===== config.mk =====
export PLATFORM = sky130hd
export DESIGN_NAME = cart_nav_controller
export DESIGN_NICKNAME = d
export VERILOG_FILES = /design/src/rtl/cart_nav_controller.sv
export SDC_FILE = /design/constraint.sdc
export NUM_CORES = 1
export LEC_CHECK = 0
export BUFFER_PORTS_ARGS = -buffer_cell sky130_fd_sc_hd__buf_2
export CELL_PAD_IN_SITES_DETAIL_PLACEMENT = 1
export CELL_PAD_IN_SITES_GLOBAL_PLACEMENT = 2
export CORE_MARGIN = 4
export CORE_UTILIZATION = 35
export DETAILED_ROUTE_END_ITERATION = 8
export PLACE_DENSITY = 0.83
export SLEW_MARGIN = 20
export SYNTH_ARGS = -nofsm -noshare
export SYNTH_HDL_FRONTEND = slang
export SYNTH_SLANG_ARGS = --single-unit

===== constraint.sdc =====
create_clock -name clk -period 1.9 [get_ports clk]
set_input_delay 0.57 -clock clk [delete_from_list [all_inputs] [get_ports clk]]
set_output_delay 0.57 -clock clk [all_outputs]
set_load 0.005 [all_outputs]

===== src/rtl/cart_nav_controller.sv =====
// Bump-and-steer cart navigator: debounced bumpers, light-seeking cruise, timed escape manoeuvres.
// Optional escape behaviour (BACKUP/SPIN/PUSH) is enabled by defining CART_NAV_ESCAPE_EN.
module cart_nav_controller #(
  parameter int SENSOR_W        = 3,
  parameter int DEBOUNCE_CYCLES = 4,
  parameter int BACKUP_CYCLES   = 8,
  parameter int TURN_CYCLES     = 8
) (
  input  logic                clk,
  input  logic                reset,
  input  logic [SENSOR_W-1:0] ls,
  input  logic [SENSOR_W-1:0] rs,
  input  logic                lb,
  input  logic                rb,
  input  logic                fb,
  input  logic                bb,
  output logic [2:0]          lwa,
  output logic [2:0]          rwa,
  output logic [2:0]          nav_state,
  output logic                bump_evt
);

  localparam int MAX_DUR = (BACKUP_CYCLES > TURN_CYCLES) ? BACKUP_CYCLES : TURN_CYCLES;
  localparam int DUR_W   = $clog2(MAX_DUR + 1);
  localparam int DB_W    = $clog2(DEBOUNCE_CYCLES + 1);

  localparam logic [2:0] WHL_REV  = 3'b100;
  localparam logic [2:0] WHL_FWD  = 3'b010;
  localparam logic [2:0] WHL_STOP = 3'b001;

  typedef enum logic [2:0] {
    S_CRUISE = 3'd0,
    S_BACKUP = 3'd1,
    S_SPIN   = 3'd2,
    S_PUSH   = 3'd3,
    S_HALT   = 3'd4
  } state_t;

  state_t           state, state_n;
  logic [DUR_W-1:0] dur_cnt, dur_n;
  logic             spin_right, spin_right_n;
  logic [2:0]       lwa_n, rwa_n;
  logic             bump_n;

  // Bumper index order: 0 = left, 1 = right, 2 = front, 3 = back.
  logic [3:0]      btn_n;
  logic [DB_W-1:0] db_cnt [4];
  logic [3:0]      pressed;
  logic            halt_c, any_p;

  assign btn_n = {bb, fb, rb, lb};

  always_ff @(posedge clk) begin
    for (int i = 0; i < 4; i++) begin
      if (reset || btn_n[i]) begin
        db_cnt[i] <= '0;
      end else if (db_cnt[i] != DB_W'(DEBOUNCE_CYCLES)) begin
        db_cnt[i] <= db_cnt[i] + 1'b1;
      end
    end
  end

  always_comb begin
    for (int i = 0; i < 4; i++) begin
      pressed[i] = (db_cnt[i] == DB_W'(DEBOUNCE_CYCLES));
    end
  end

  assign halt_c = (pressed[2] & pressed[3]) | (pressed[0] & pressed[1]);
  assign any_p  = |pressed;

  always_comb begin
    state_n      = state;
    spin_right_n = spin_right;
    case (state)
      S_CRUISE: begin
`ifdef CART_NAV_ESCAPE_EN
        if (halt_c) begin
          state_n = S_HALT;
        end else if (pressed[2] | pressed[0] | pressed[1]) begin
          state_n      = S_BACKUP;
          // Left bump spins right, right bump spins left, front-only spins right.
          spin_right_n = pressed[0] | ~pressed[1];
        end else if (pressed[3]) begin
          state_n = S_PUSH;
        end
`else
        if (any_p) state_n = S_HALT;
`endif
      end
      S_BACKUP: begin
        if (halt_c)                                   state_n = S_HALT;
        else if (dur_cnt == DUR_W'(BACKUP_CYCLES - 1)) state_n = S_SPIN;
      end
      S_SPIN: begin
        if (halt_c)                                 state_n = S_HALT;
        else if (dur_cnt == DUR_W'(TURN_CYCLES - 1)) state_n = S_CRUISE;
      end
      S_PUSH: begin
        if (halt_c)                                   state_n = S_HALT;
        else if (dur_cnt == DUR_W'(BACKUP_CYCLES - 1)) state_n = S_CRUISE;
      end
      S_HALT: begin
        if (!any_p) state_n = S_CRUISE;
      end
      default: state_n = S_CRUISE;
    endcase
  end

  // Duration counter only advances in timed states, so it cannot wrap while idling.
  always_comb begin
    dur_n = dur_cnt;
    if (state_n != state) begin
      dur_n = '0;
    end else if (state == S_BACKUP || state == S_SPIN || state == S_PUSH) begin
      dur_n = dur_cnt + 1'b1;
    end
  end

  // Wheel outputs are a function of the state being entered, so they move with the state.
  always_comb begin
    lwa_n = WHL_STOP;
    rwa_n = WHL_STOP;
    case (state_n)
      S_CRUISE: begin
        if (ls > rs) begin
          lwa_n = WHL_STOP; rwa_n = WHL_FWD;
        end else if (rs > ls) begin
          lwa_n = WHL_FWD;  rwa_n = WHL_STOP;
        end else if (ls != '0) begin
          lwa_n = WHL_FWD;  rwa_n = WHL_FWD;
        end
      end
      S_BACKUP: begin
        lwa_n = WHL_REV; rwa_n = WHL_REV;
      end
      S_SPIN: begin
        if (spin_right) begin
          lwa_n = WHL_FWD; rwa_n = WHL_REV;
        end else begin
          lwa_n = WHL_REV; rwa_n = WHL_FWD;
        end
      end
      S_PUSH: begin
        lwa_n = WHL_FWD; rwa_n = WHL_FWD;
      end
      default: begin
        lwa_n = WHL_STOP; rwa_n = WHL_STOP;
      end
    endcase
  end

  assign bump_n = (state_n != state) &&
                  (state_n == S_BACKUP || state_n == S_PUSH || state_n == S_HALT);

  always_ff @(posedge clk) begin
    if (reset) begin
      state      <= S_CRUISE;
      dur_cnt    <= '0;
      spin_right <= 1'b1;
      lwa        <= WHL_STOP;
      rwa        <= WHL_STOP;
      bump_evt   <= 1'b0;
    end else begin
      state      <= state_n;
      dur_cnt    <= dur_n;
      spin_right <= spin_right_n;
      lwa        <= lwa_n;
      rwa        <= rwa_n;
      bump_evt   <= bump_n;
    end
  end

  assign nav_state = state;

endmodule


==> impl_metrics.json <==
{
  "clock_latency_ps": 280,
  "syn2layout_area_growth_pct": 19.5,
  "ir_drop_mv": 0.263,
  "synth_area_leader_cell": "edfxtp_1",
  "synth.distinct_cells": 39,
  "period_share_pct": 92.6,
  "drcViolationCount": 0,
  "clockBufferDepth": 2,
  "setup.worst_path.start": "db_cnt[0][0]",
  "finalMaxSlewViolations": 0,
  "grt_usage_pct": 14.1,
  "antenna_cells": 0,
  "clock_skew_ps": 4.82,
  "num_vias": 1144,
  "synth_area_mm2": 0.00142,
  "cp-start-kind": "flip-flop",
  "timing.hold.ws_ps": 547,
  "fin_ws_ps": 141,
  "tns_ps": 0,
  "gp_congestion": 0.739,
  "yosys-top-cells-area": "edfxtp_1, dfxtp_1, ha_1",
  "drtIter0Drc": 22,
  "wl_per_cell_um": 14.2,
  "fin_crit_ps": 1760,
  "crit_chain": "inv_1, ha_1, a22oi_2, a311oi_2, nor3_1, buf_4, and2_1",
  "grt_pass1_vias": 1296,
  "synth.top_cell.area_share_pct": 25.5,
  "ys_warn_count": 0,
  "fp.dieH_um": 71.6,
  "required_ps": 2080,
  "cp-end-kind": "flip-flop",
  "finalPower_mw": 1.08,
  "grt_max_degree": 16,
  "cp_max_fo": 5,
  "cts_num_sinks": 26,
  "die_x_um": 71.6,
  "initial_core_util_pct": 37.5,
  "power_density_mw_per_mm2": 641,
  "cts_tree": "yes",
  "setup_violations": 0,
  "final_layout_size_suffix_gt1_share_pct": 24.0,
  "hold_start": "dur_cnt[1]",
  "grt_pass1_wl_mm": 5.71,
  "rsz0062_at_grt": "true",
  "rrSetupSlack_ps": 140,
  "drt_pass1_iterations": 4,
  "timing.final.hold_violations": 0,
  "seq_area_frac_synth_pct": 45.3,
  "ant_nets": 0,
  "leakagePower_nw": 0.731,
  "max_stage_delay_ps": 400,
  "ys_seq_elements": 26,
  "pin_count": 22,
  "r2r_end": "nav_state[1]",
  "outcome": "completed",
  "clock-root-buffer": "clkbuf_8",
  "critPathKind": "reg -> reg",
  "via_per_inst": 5.13,
  "maxSlewHeadroom_pct": 76.7,
  "ctsResizeCount": 0,
  "synth_cells": 144,
  "fp-row-count": 22,
  "cpMaxStageDelayCell": "edfxtp_1",
  "gr-total-overflow": 0,
  "hold-path-cell-count": 2,
  "pre_cts_slack_ps": 83.5,
  "htree_num_levels": 1,
  "hold_buffers": 0,
  "die-area_mm2": 0.00512,
  "clkTransAtPathRegs_ps": 90,
  "cp.arrival_ps": 1940,
  "numPortBuffers": 21,
  "hold_path.class": "reg -> reg",
  "r2r-start": "db_cnt[0][0]",
  "antenna_found_initial": 0,
  "post-cts-setup-buffers": 0,
  "totalWireLength_mm": 3.16,
  "nets": 200,
  "dp_hpwl_mm": 2.58,
  "cap_violations": 0,
  "ff2ff_path_depth": 7,
  "synth_nets": 168,
  "cts_buffers": 3,
  "synth_area_per_cell_um2": 9.83,
  "timing.fmax_ghz": 0.568,
  "whs_endpoint": "dur_cnt[1]",
  "tightest_slew_ps": 348,
  "core-area_mm2": 0.00377
}
==> worst max path at each step <==
stage	to	slack, ps	cells past startpoint
after global routing	nav_state[1]	-2	7
after floorplan	lwa[1]	340	6
after global placement	rwa[0]	130	7
after detailed placement	rwa[1]	80	7
after CTS	rwa[0]	90	7
final	nav_state[1]	140	7
==> through the flow <==
stage          cell area, um2  std cells  utilization (%)
5_1_grt                  1690        223             44.8
2_1_floorplan            1420        144                -
3_3_place_gp             1630        219             43.2
6_report                 1690        223             44.8
4_1_cts                  1680        223             44.7
3_5_place_dp             1630        219             43.2
==> cell type report <==
type / count / area [um2]
flip-flops and latches: 26 / 641
clock buffers: 4 / 55.1
multi-input cells: 101 / 717
inverters: 16 / 60.1
fillers: 451 / 2080
well taps: 48 / 60.1
repair buffers: 28 / 158
==> report_power, final <==
group / internal, mW / switching, mW
Clock: 0.186 / 0.180
Combinational: 0.0515 / 0.0572
Sequential: 0.600 / 0.00764
Total: 0.838 / 0.245
==> layout by cell type, fill, tap and decap left out, types with 7 or more instances in the layout <==
master | Yosys | layout
ha_1 | 12 | 12
buf_2 | 0 | 21
nor2_1 | 9 | 9
nand2_1 | 9 | 9
edfxtp_1 | 12 | 12
nor3_1 | 10 | 10
inv_1 | 16 | 16
buf_4 | 0 | 7
dfxtp_1 | 14 | 14
and3_1 | 9 | 9
==> logic make-up after synthesis <==
group	Yosys count	share of synthesized area [%]
muxes	1	0.707
AOI/OAI and AO/OA	24	12.9
and+or+nand+nor	60	23.5
adders and majority gates	12	10.6
xor gates and xnor gates	4	2.48
buffers and inverters	17	4.51
DFF	26	45.3
==> metal layers <==
layer / share of wire, % / vias up / wire length, um / global-route usage [%]
met1: 44 / 543 / 1410 / 16.7
met5: 0 / - / 0 / 0
met2: 50 / 18 / 1580 / 24.2
li1: - / 578 / - / -
met4: 2.2 / 0 / 69 / 7.10
met3: 3.3 / 5 / 104 / 2.95
==> worst max-delay path, delay by kind of cell (launching register included) <==
family | cells | cell delay (ps)
adders and majority gates | 1 | 260
and+or+nand+nor | 2 | 230
buffers and inverters | 2 | 250
AOI/OAI and AO/OA | 2 | 530
DFF | 1 | 400
==> cells in the mapped netlist, drive strengths merged <==
cell type and number:
edfxtp 12, and3 9, nand4 4, or2 1, nand3b 2, clkbuf 1, mux2i 1, nor4 1
nor3b 1, a211o 1, a22oi 1, nand3 5, nor2 9, nand2b 2, xnor2 1, a21oi 5
dfxtp 14, inv 16, a211oi 3, o21ba 1, a31oi 1, a311oi 1, a2111oi 1, and4 2
nand2 9, o21ai 6, ha 12, or3 1, xor2 3, o21a 1, o211a 1, o21bai 1
nor3 11, and2 2, a221oi 1, nor2b 1
==> registers in the layout (all words and copies together) (netlist names) <==
register   count
bump_evt       1
db_cnt        12
dur_cnt        4
lwa            3
nav_state      3
rwa            3
Note: power is estimated with default switching activity, not from simulation.
